==> config.mk <==
export PLATFORM = sky130hd
export DESIGN_NAME = dram_arbiter
export DESIGN_NICKNAME = d
export VERILOG_FILES = /design/src/rtl/dram_arb_pkg.sv /design/src/rtl/rr_pick.sv /design/src/rtl/dram_arbiter.sv
export SDC_FILE = /design/constraint.sdc
export NUM_CORES = 1
export LEC_CHECK = 0
export CORE_AREA = 2 2 121 123
export CTS_BUF_LIST = sky130_fd_sc_hd__clkbuf_16
export DETAILED_ROUTE_END_ITERATION = 6
export DIE_AREA = 0 0 123 125
export PLACE_DENSITY = 0.73
export SLEW_MARGIN = 20
export SYNTH_ARGS = -nofsm -noshare
export SYNTH_HDL_FRONTEND = slang
export SYNTH_HIERARCHICAL = 1
export SYNTH_SLANG_ARGS = --single-unit
==> constraint.sdc <==
create_clock -name clk -period 3.6 [get_ports clk]
set_input_delay 0.54 -clock clk [delete_from_list [all_inputs] [get_ports clk]]
set_output_delay 0.54 -clock clk [all_outputs]
set_load 0.05 [all_outputs]
==> src/rtl/dram_arb_pkg.sv <==
// Shared types and constants for the DRAM arbiter: FSM state encoding,
// default bus widths and the width of a core index.
package dram_arb_pkg;

  typedef enum logic [1:0] {
    IDLE   = 2'd0,
    ACCESS = 2'd1,
    RESP   = 2'd2
  } state_t;

  localparam int DEF_ADDR_W = 12;
  localparam int DEF_DATA_W = 32;
  localparam int CORE_ID_W  = 3;

endpackage

==> src/rtl/rr_pick.sv <==
// Combinational requester picker: first set bit at/after ptr (wrapping), or a
// lowest-index-wins priority encoder when DRAM_ARB_FIXED_PRIO_EN is defined.
module rr_pick
  import dram_arb_pkg::*;
#(
  parameter int N = 4
) (
  input  logic [N-1:0]         req,
`ifndef DRAM_ARB_FIXED_PRIO_EN
  input  logic [CORE_ID_W-1:0] ptr,
`endif
  output logic [CORE_ID_W-1:0] idx,
  output logic                 found
);

`ifdef DRAM_ARB_FIXED_PRIO_EN

  always_comb begin
    idx   = '0;
    found = 1'b0;
    // Scan downwards so the lowest set index is the last one written.
    for (int i = N - 1; i >= 0; i--) begin
      if (req[i]) begin
        idx   = CORE_ID_W'(i);
        found = 1'b1;
      end
    end
  end

`else

  logic [2*N-1:0] dbl;
  logic [2*N-1:0] rot;
  int             sum;

  assign dbl = {req, req};
  assign rot = dbl >> ptr;

  always_comb begin
    idx   = '0;
    found = 1'b0;
    sum   = 0;
    // rot[k] corresponds to core (ptr + k) mod N.
    for (int k = 0; k < N; k++) begin
      if (!found && rot[k]) begin
        found = 1'b1;
        sum   = int'(ptr) + k;
        if (sum >= N) sum = sum - N;
        idx   = CORE_ID_W'(sum);
      end
    end
  end

`endif

endmodule

==> src/rtl/dram_arbiter.sv <==
// Round-robin arbiter sharing one DRAM among NUM_CORES requesters: IDLE->ACCESS->RESP,
// ack two cycles after the request edge. Define DRAM_ARB_FIXED_PRIO_EN for fixed priority.
module dram_arbiter
  import dram_arb_pkg::*;
#(
  parameter int NUM_CORES = 4,
  parameter int ADDR_W    = DEF_ADDR_W,
  parameter int DATA_W    = DEF_DATA_W
) (
  input  logic                        clk,
  input  logic                        rst_n,
  input  logic [NUM_CORES-1:0]        core_req,
  input  logic [NUM_CORES-1:0]        core_we,
  input  logic [NUM_CORES*ADDR_W-1:0] core_addr,
  input  logic [NUM_CORES*DATA_W-1:0] core_wdata,
  input  logic [NUM_CORES-1:0]        core_end,
  output logic [NUM_CORES-1:0]        core_ack,
  output logic [DATA_W-1:0]           core_rdata,
  output logic                        mem_en,
  output logic                        mem_we,
  output logic [ADDR_W-1:0]           mem_addr,
  output logic [DATA_W-1:0]           mem_wdata,
  input  logic [DATA_W-1:0]           mem_rdata,
  output logic [CORE_ID_W-1:0]        grant_id,
  output logic                        busy,
  output logic                        all_done
);

  state_t                 state;
  state_t                 state_nxt;
  logic [CORE_ID_W-1:0]   pick_idx;
  logic                   pick_found;
  logic                   sel_we;
  logic [ADDR_W-1:0]      sel_addr;
  logic [DATA_W-1:0]      sel_wdata;
  logic [CORE_ID_W-1:0]   owner_id;
  logic                   owner_we;
  logic [ADDR_W-1:0]      owner_addr;
  logic [DATA_W-1:0]      owner_wdata;

`ifdef DRAM_ARB_FIXED_PRIO_EN

  rr_pick #(.N(NUM_CORES)) u_pick (
    .req   (core_req),
    .idx   (pick_idx),
    .found (pick_found)
  );

`else

  logic [CORE_ID_W-1:0] rr_ptr;
  logic [CORE_ID_W-1:0] ptr_nxt;

  rr_pick #(.N(NUM_CORES)) u_pick (
    .req   (core_req),
    .ptr   (rr_ptr),
    .idx   (pick_idx),
    .found (pick_found)
  );

  // The core just served drops to lowest priority for the next round.
  assign ptr_nxt = (owner_id == CORE_ID_W'(NUM_CORES - 1)) ? '0 : owner_id + CORE_ID_W'(1);

  always_ff @(posedge clk or negedge rst_n) begin
    if (!rst_n) begin
      rr_ptr <= '0;
    end else if (state == RESP) begin
      rr_ptr <= ptr_nxt;
    end
  end

`endif

  always_comb begin
    sel_we    = 1'b0;
    sel_addr  = '0;
    sel_wdata = '0;
    for (int i = 0; i < NUM_CORES; i++) begin
      if (pick_idx == CORE_ID_W'(i)) begin
        sel_we    = core_we[i];
        sel_addr  = core_addr[i*ADDR_W +: ADDR_W];
        sel_wdata = core_wdata[i*DATA_W +: DATA_W];
      end
    end
  end

  // Owner copies are frozen for the whole access; later input changes are ignored.
  always_ff @(posedge clk or negedge rst_n) begin
    if (!rst_n) begin
      owner_id    <= '0;
      owner_we    <= 1'b0;
      owner_addr  <= '0;
      owner_wdata <= '0;
    end else if (state == IDLE && pick_found) begin
      owner_id    <= pick_idx;
      owner_we    <= sel_we;
      owner_addr  <= sel_addr;
      owner_wdata <= sel_wdata;
    end
  end

  always_ff @(posedge clk or negedge rst_n) begin
    if (!rst_n) begin
      state <= IDLE;
    end else begin
      state <= state_nxt;
    end
  end

  always_comb begin
    state_nxt  = state;
    mem_en     = 1'b0;
    mem_we     = 1'b0;
    mem_addr   = '0;
    mem_wdata  = '0;
    core_ack   = '0;
    core_rdata = '0;
    case (state)
      IDLE: begin
        if (pick_found) state_nxt = ACCESS;
      end
      ACCESS: begin
        mem_en    = 1'b1;
        mem_we    = owner_we;
        mem_addr  = owner_addr;
        mem_wdata = owner_wdata;
        state_nxt = RESP;
      end
      RESP: begin
        for (int i = 0; i < NUM_CORES; i++) begin
          core_ack[i] = (owner_id == CORE_ID_W'(i));
        end
        core_rdata = owner_we ? '0 : mem_rdata;
        state_nxt  = IDLE;
      end
      default: state_nxt = IDLE;
    endcase
  end

  always_ff @(posedge clk or negedge rst_n) begin
    if (!rst_n) begin
      all_done <= 1'b0;
    end else begin
      all_done <= &core_end;
    end
  end

  assign grant_id = owner_id;
  assign busy     = (state != IDLE);

endmodule
==> flow_summary.ini, run 1 <==
[timing]
min_period_ns = 3.04
hold_viol = 0
slew_viol_final = 0
setup_tns_ns = 0
setup_ws_ns = 0.562
fmax_mhz = 329
setup_violations = 0
tightest_slew_ns = 0.600
period_share_pct = 84.4
rsz0062_at_grt = false
slew_headroom_pct = 60.0
finalClockSkew_ns = 0.00936

[power_and_ir_drop]
p_int_uw = 2980
finalPower_uw = 5370
combPwrFrac_pct = 70.7
seq_power_share_pct = 18.8
irDropWorstVdd_v = 0.000400
power_density_nw_per_um2 = 734
p_leak_uw = 0.00297
clockPowerShare_pct = 10.5
switching_share_pct = 44.6
p_switching_uw = 2390

[drt]
drt_wl_total_um = 14600
detail_route.wl_per_cell_um = 18.3
ant_nets = 0
firstDrtPassIters = 4
drc = 0
num_vias = 3890
drt-initial-drc-count = 107
vias_per_cell = 4.87

[floorplanning]
die_area_um2 = 15400
num_rows = 44
die_h_um = 125
ios = 309
die_x_um = 123
initial_utilization_pct = 27.8
core-area_um2 = 14200

[cts]
cts_root_buffer = clkbuf_16
clock-sinks = 54
hold_buffers = 0
cts.repair.resized = 0
cts_tree = built
clk_pin_slew_worst_paths_ns = 0.08
cts_setup_buffers = 0
clock_latency_ns = 0.30
cts_max_level = 2
cts_made_buffers = 5
clockBufferDepth = 2

[place]
dp.final_hpwl_um = 12100
port_buffers = 308
place_congestion = 0.915
place_ws_ns = 0.232

[synthesis]
synthesis.nets = 547
synth.largest_area_cell = dfrtp_1
seq_area_frac_synth_pct = 34.3
synth_edf_count = 0
netlist_area_um2 = 3940
yosysUniqueCellTypes = 42
synthTopCellsByArea = dfrtp_1, mux4_2, and2_1, a22o_1, mux4_1
yosysWarningCount = 6
netlist_instances = 320
synthDominantCellAreaShare_pct = 34.3
synth_seq_cells = 54
synth_flop_cell = dfrtp_1
synth_area_per_cell_um2 = 12.3
async_flop_share_pct = 100

[cells_and_area]
area_growth_pct = 85.4
multiInputGateArea_um2 = 2390
final_nets = 840
register_area_um2 = 1350
fill_cells = 1229
diodes = 0
final_util_pct = 51.5
drive_gt1_share_pct = 12.9

[critical_path]
worstSetupEndpointType = flop
max_stage_delay_ns = 0.62
crit_type = in2reg
crit_chain = clkdlybuf4s50_1, mux2i_1, o211ai_1, a41oi_4, buf_4, mux4_1, a22o_1
slowest_stage = mux4_1
crit_fanout = 20
arrival_ns = 3.23
cp_top_family = multiplexers
startpoint_type = primary input
required_ns = 3.79
crit_buf_inv = 2

[grt]
grt_pass1_wl_um = 21400
grt_pass1_vias = 4073
overflow = 0
grt_max_degree = 48
grt_usage_pct = 18.3
antenna_found_initial = 0

[hold_path]
min_path_type = in2async

[job]
maxCapViolations = 0

[status]
status = completed
-- power by group through the flow --
stage	clock network [uW]	logic [uW]	registers, uW
detailed placement	0	3850	1020
floorplan	0	2790	1010
global route	606	4050	1040
finish	564	3790	1010
global placement	0	3780	1010
CTS	580	3850	1010
-- cell usage after synthesis, types with 2 or more instances --
master	n
a31oi_1	3
buf_1	3
nor3_1	2
a22o_1	45
mux2_1	3
nor2_1	4
inv_1	8
nand3_1	2
o21ai_0	5
a21oi_1	3
dfrtp_1	54
buf_2	2
mux4_2	38
and2b_1	2
clkbuf_1	12
mux2i_1	3
nand2_1	4
and2_1	81
nor2b_1	2
buf_6	7
ha_1	5
mux4_1	7
o211ai_1	2
buf_4	5
-- layout by cell type, fill, tap and decap left out, drive strengths merged, types with 9 or more instances in the layout --
cell / Yosys / layout
a22o: 45 / 45
inv: 8 / 9
mux4: 45 / 45
clkdlybuf4s50: 0 / 290
buf: 18 / 27
dfrtp: 54 / 54
and2: 81 / 81
-- per-layer routing --
layer  share of wire [%]  vias up  routed length (um)  GRT usage (%)
met5                   0        -                   0              0
met4                 1.8        0                 260           4.21
met3                 8.9       17                1300           3.83
met2                  55      223                8060           36.6
met1                  34     1857                4950           18.9
li1                    -     1793                   -              -
-- flip-flops by register name, indices dropped and copies added, names as in the netlist --
signal / cells
state: 2
owner_wdata: 32
owner_addr: 12
rr_ptr: 3
grant_id: 3
all_done: 1
owner_we: 1
-- per-stage QoR --
step           cells  hold slack, ns  instance area, um2
6_report         798           0.243                7310
5_1_grt          798           0.276                7310
4_1_cts          798           0.257                7310
3_5_place_dp     790           0.483                7150
3_3_place_gp     790           0.479                7150
2_1_floorplan    320           0.244                3940
-- final cells by class --
cell class,instances,area share (%)
Clock buffer,5,1.71
Clock inverter,3,0.582
Inverter,8,0.411
Multi-Input combinational cell,227,32.7
Sequential cell,54,18.5
Tap cell,184,3.15
Timing Repair Buffer,317,42.9
-- logic make-up (layout without fill, tap and decap cells) --
family                     count (synthesis)  in the layout  share of synthesized area [%]
and+or+nand+nor                          106            106                           16.9
AOI/OAI and AO/OA                         63             63                           13.0
DFF                                       54             54                           34.3
muxes                                     52             52                           28.3
buffers and inverters                     39            333                           5.90
adders and majority gates                  5              5                           1.59
other                                      1              1                         0.0951
-- final timing paths --
| check | startpoint | endpoint | slack [ns] | cells after the start |
|---|---|---|---|---|
| setup / recovery | core_req[2] | owner_addr[8] | 0.56 | 7 |
| hold / removal | rst_n | owner_addr[5] | 0.24 | 1 |
| setup reg to reg | rr_ptr[0] | owner_addr[8] | 0.64 | 6 |
| hold reg to reg | owner_wdata[6] | owner_wdata[6] | 0.50 | 1 |
| max in group asynchronous | rst_n | owner_wdata[27] | 2.52 | 2 |
| min in group clk | owner_wdata[6] | owner_wdata[6] | 0.50 | 1 |
Power figures use the tool's default switching activity.
==> run 2, diff against run 1 <==
- CORE_AREA: 2 2 121 123 -> not set
- CORE_ASPECT_RATIO: not set -> 0.7
- CORE_UTILIZATION: not set -> 31
- DIE_AREA: 0 0 123 125 -> not set
- PLACE_DENSITY: 0.73 -> 0.82
- clock period: 3.6 -> 2.53 ns (I/O delays scaled with it)
==> run 2 against run 1 <==
Net effect: the run now ends with negative setup slack left; clock skew up 0.00057 ns; clock power grew 20%; combinational power grew 110%; cell count increased by 3.4%; via count up 6.5%; die area shrank 14%; register-to-register slack worse by 0.78 ns; design area rose by 21%; sequential power is 43% higher; sequential share of layout area down 3.1 points; worst hold slack better by 0.24 ns; clock-buffer cell count unchanged; critical path type is now reg2reg; largest power group unchanged.
==> flow_summary.ini, run 2 (synthesized netlist as in run 1, its figures left out) <==
[status]
status = finished, violations left
violations = negative setup slack

[cts]
cts_tree = built
cts_root_buffer = clkbuf_16
clockBufferDepth = 2
clock_latency_ns = 0.29
cts_made_buffers = 5
cts_max_level = 2
clk_pin_slew_worst_paths_ns = 0.07
clock-sinks = 54

[critical_path]
crit_start = rr_ptr[0]
arrival_ns = 2.84
required_ns = 2.70
slowest_stage = mux4_2
crit_fanout = 10
max_stage_delay_ns = 0.50
crit_chain = buf_4, nor3_1, nand2_1, a41oi_4, buf_12, bufbuf_16, mux4_2, a22o_1
crit_buf_inv = 3
cp_top_family = buffers and inverters
crit_type = reg2reg
startpoint_type = flop
r2r_start = rr_ptr[0]
worstSetupEndpointType = flop

[cells_and_area]
top_regs = owner_wdata x32, owner_addr x12
drive_gt1_share_pct = 31.2
stdcell_area_um2 = 8830
largest_register = owner_wdata
layout_common_cells = clkdlybuf4s50_1, buf_12, and2_1
area_growth_pct = 124
largest_register_ffs = 32
multiInputGateArea_um2 = 2440
diodes = 0
fill_cells = 868
final_nets = 889
layout_commonest_cell = clkdlybuf4s50_1
register_area_um2 = 1350
final_util_pct = 71.1

[place]
dp.final_hpwl_um = 12200
dpl-instance-area_um2 = 8120
place_congestion = 1.02
port_buffers = 308

[timing]
setup_violations = 45
slew_viol_final = 0
tightest_slew_ns = 0.530
hold_viol = 0
min_period_ns = 2.67
setup_ws_ns = -0.144
fmax_mhz = 374
period_share_pct = 106
slew_headroom_pct = 64.5
rsz0062_at_grt = true
finalClockSkew_ns = 0.00993

[power_and_ir_drop]
irDropWorstVdd_v = 0.000723
p_leak_uw = 0.00368
power_density_nw_per_um2 = 1160

[drt]
firstDrtPassIters = 6
drt_wl_total_um = 16000
num_vias = 4142
vias_per_cell = 5.02
drc = 0
drt-initial-drc-count = 204
detail_route.wl_per_cell_um = 19.4
ant_nets = 0

[grt]
antenna_found_initial = 0
grt_use_met1_pct = 28.2
grt_use_met3_pct = 4.02
grt_pass1_vias = 4275
use_met2_pct = 45.4
grt_max_degree = 33
overflow = 0
grt_pass1_wl_um = 23300
grt-busiest-layer = met2
grt_usage_pct = 23.7

[floorplanning]
die_area_um2 = 13200
die_h_um = 96.4
die_x_um = 137
core-area_um2 = 12400
num_rows = 34
initial_utilization_pct = 31.7
ios = 309

[hold_path]
min_path_type = in2async

[job]
maxCapViolations = 0
-- run 2: cell types whose count changed in the layout (fill, tap and decap cells not counted), moves of 4 or more --
cell,delta
mux4_1,-4
mux4_2,+4
buf_16,+6
clkdlybuf4s50_1,-69
buf_6,+6
dlygate4sd2_1,+4
buf_12,+90
buf_4,+9
-- run 2: final timing paths --
kind	to	slack [ns]	cells past startpoint
max	owner_wdata[18]	-0.14	8
min	owner_addr[0]	0.48	2
max reg2reg	owner_wdata[18]	-0.14	8
min reg2reg	owner_wdata[15]	0.50	1
max in group asynchronous	rr_ptr[1]	1.38	3
min in group clk	owner_wdata[15]	0.50	1
-- run 2: metrics by stage --
step	hold slack, ns	power (uW)	cells	TNS (ns)	setup slack (ns)
detailed placement	0.261	7980	787	-23.62	-0.598
finish	0.479	10300	825	-4.45	-0.144
CTS	0.487	10200	822	-3.31	-0.133
global placement	0.255	7780	787	-17.22	-0.425
global route	0.477	10800	825	-6.99	-0.195
floorplan	0.0839	5450	320	0	0.00378
-- run 2: layer usage --
metal | vias to the layer above | routed length [um]
met5 | - | 0
met1 | 2007 | 6090
met2 | 214 | 8550
met4 | 0 | 274
li1 | 1898 | -
met3 | 23 | 1100
-- run 2: power breakdown --
| part | switching, uW | internal (uW) | total (uW) |
|---|---|---|---|
| clock network | 314 | 364 | 678 |
| logic | 3540 | 4590 | 8130 |
| registers | 237 | 1210 | 1440 |
-- run 2: timing repair --
| action | 4_1_cts | 5_1_grt |
|---|---|---|
| gates resized for setup | 36 | 6 |
| hold buffers | 1 | 0 |
| setup endpoints to repair | 45 | 47 |
| endpoints found under the hold margin | 8 | 0 |
| setup buffers | 19 | 3 |
| cloned | 8 | 0 |
| pin swaps | 30 | 2 |
-- run 2: final cells by class --
type	instances	share of cell area, %
clock buffer	5	1.42
tap	162	2.30
inverter	8	0.340
sequential	54	15.3
clock inverter	3	0.198
timing repair buffer	366	52.8
multi-input combinational	227	27.6
==> run 3, diff against run 2 <==
--- a/config.mk
+++ b/config.mk
@@ -7,2 +7,3 @@
 export LEC_CHECK = 0
+export CAP_MARGIN = 10
 export CORE_ASPECT_RATIO = 0.7
@@ -11,2 +12,3 @@
 export DETAILED_ROUTE_END_ITERATION = 6
+export MAX_ROUTING_LAYER = met4
 export PLACE_DENSITY = 0.82
==> constraint.sdc (replaced) <==
create_clock -name clk -period 2.53 [get_ports clk]
set_input_delay 0.759 -clock clk [delete_from_list [all_inputs] [get_ports clk]]
set_output_delay 0.759 -clock clk [all_outputs]
set_load 0.05 [all_outputs]
==> run 3 against run 2 <==
Net effect: the flow still finishes with violations (negative setup slack); setup slack worse by 0.0087 ns; die area unchanged; clock power up 12%; clock skew down 0.00079 ns.
==> flow_summary.ini, run 3 (synthesized netlist as in run 1, its figures left out) <==
[floorplanning]
die_area_um2 = 13200
die_x_um = 137
ios = 309
initial_utilization_pct = 31.7
num_rows = 34
core-area_um2 = 12400
die_h_um = 96.4

[power_and_ir_drop]
p_leak_uw = 0.00365
irDropWorstVdd_v = 0.000671
power_density_nw_per_um2 = 1130

[hold_path]
min_path_type = in2async

[drt]
firstDrtPassIters = 4
drt_wl_total_um = 16000
drt-initial-drc-count = 202
detail_route.wl_per_cell_um = 19.5
vias_per_cell = 5.05
ant_nets = 0
num_vias = 4149
drc = 0

[timing]
hold_viol = 0
period_share_pct = 106
setup_violations = 45
finalClockSkew_ns = 0.00913
slew_viol_final = 0
setup_ws_ns = -0.153
tightest_slew_ns = 0.547
min_period_ns = 2.68
rsz0062_at_grt = true
fmax_mhz = 373
slew_headroom_pct = 63.4

[place]
port_buffers = 308
place_ws_ns = -0.880
place_congestion = 0.957
dpl-instance-area_um2 = 8260
dp.final_hpwl_um = 12900

[cells_and_area]
diodes = 0
stdcell_area_um2 = 8780
layout_commonest_cell = clkdlybuf4s50_1
top_regs = owner_wdata x32, owner_addr x12
fill_cells = 821
largest_register_ffs = 32
largest_register = owner_wdata
final_nets = 886
layout_common_cells = clkdlybuf4s50_1, buf_12, and2_1
register_area_um2 = 1350
multiInputGateArea_um2 = 2450
area_growth_pct = 123
drive_gt1_share_pct = 31.7

[job]
maxCapViolations = 0

[critical_path]
crit_top_cell = buf_12
cp_top_family = compound AO/OA/AOI/OAI gates
required_ns = 2.70
slowest_stage = or4_4
arrival_ns = 2.86
crit_chain = buf_6, and3b_2, or4_4, a211o_1, a31oi_4, buf_12, buf_12, buf_16, mux4_2, a22o_1
crit_fanout = 5
crit_buf_inv = 4
worstSetupEndpointType = flop
startpoint_type = primary input
max_stage_delay_ns = 0.43
crit_type = in2reg

[grt]
grt_usage_pct = 23.9
grt_max_degree = 55
antenna_found_initial = 0
grt_pass1_wl_um = 22600
overflow = 0
grt_pass1_vias = 4313

[cts]
cts_tree = built
clk_pin_slew_worst_paths_ns = 0.07
cts_max_level = 2
hold_buffers = 0
cts_root_buffer = clkbuf_16
clock-sinks = 54
cts_made_buffers = 5
clock_latency_ns = 0.29
clockBufferDepth = 2

[status]
status = finished, violations left
violations = negative setup slack
==> run 3: per-layer routing <==
layer | track usage [%] | part of all wire (%) | vias up
li1 | - | - | 1894
met1 | 24.7 | 36 | 1999
met2 | 46.0 | 55 | 219
met3 | 4.90 | 6.9 | 37
met4 | 7.42 | 3.0 | 0
met5 | - | 0 | -
==> run 3: worst register-to-register path, delay by kind of cell (launching register included) <==
family | cells | cell delay, ns
AOI/OAI and AO/OA | 3 | 0.72
and+or+nand+nor | 2 | 0.70
DFF | 1 | 0.45
buffers and inverters | 3 | 0.36
muxes | 1 | 0.28
==> run 3: area by class of cell <==
cell class	instances	area share, %
Clock buffer	5	1.42
Clock inverter	3	0.427
Inverter	8	0.342
Multi-Input combinational cell	227	27.9
Sequential cell	54	15.4
Tap cell	162	2.31
Timing Repair Buffer	363	52.2
==> run 3: timing repair <==
item / 4_1_cts / 5_1_grt
setup buffers: 10 / 6
pin swaps: 9 / 3
endpoints found under the setup margin: 80 / 78
resized for setup: 37 / 18
cloned: 4 / 2
==> run 3: stage by stage <==
step,setup TNS [ns],total power (uW),std cells,hold slack [ns],utilization [%]
final,-4.85,9910,822,0.445,70.7
after global routing,-6.65,10400,822,0.456,70.7
after CTS,-4.95,9740,816,0.461,69.7
after detailed placement,-38.92,8180,794,0.483,66.5
after global placement,-35.07,7980,794,0.480,66.5
after floorplan,-9.87,5550,320,0.463,-
==> run 3: final timing paths <==
| check | from | to | slack, ns | cells past startpoint |
|---|---|---|---|---|
| hold reg to reg | owner_wdata[14] | owner_wdata[14] | 0.50 | 1 |
| max in group asynchronous | rst_n | rr_ptr[0] | 1.78 | 2 |
| min in group clk | owner_wdata[14] | owner_wdata[14] | 0.50 | 1 |
| setup reg to reg | rr_ptr[0] | owner_wdata[0] | -0.08 | 9 |
| hold / removal | rst_n | owner_wdata[29] | 0.45 | 2 |
| setup / recovery | core_req[0] | owner_wdata[0] | -0.15 | 10 |
==> run 3: power by group <==
group / total [uW] / internal [uW] / switching (uW)
Combinational: 7720 / 4260 / 3470
Sequential: 1430 / 1210 / 221
Clock: 756 / 460 / 296
Total: 9910 / 5920 / 3980
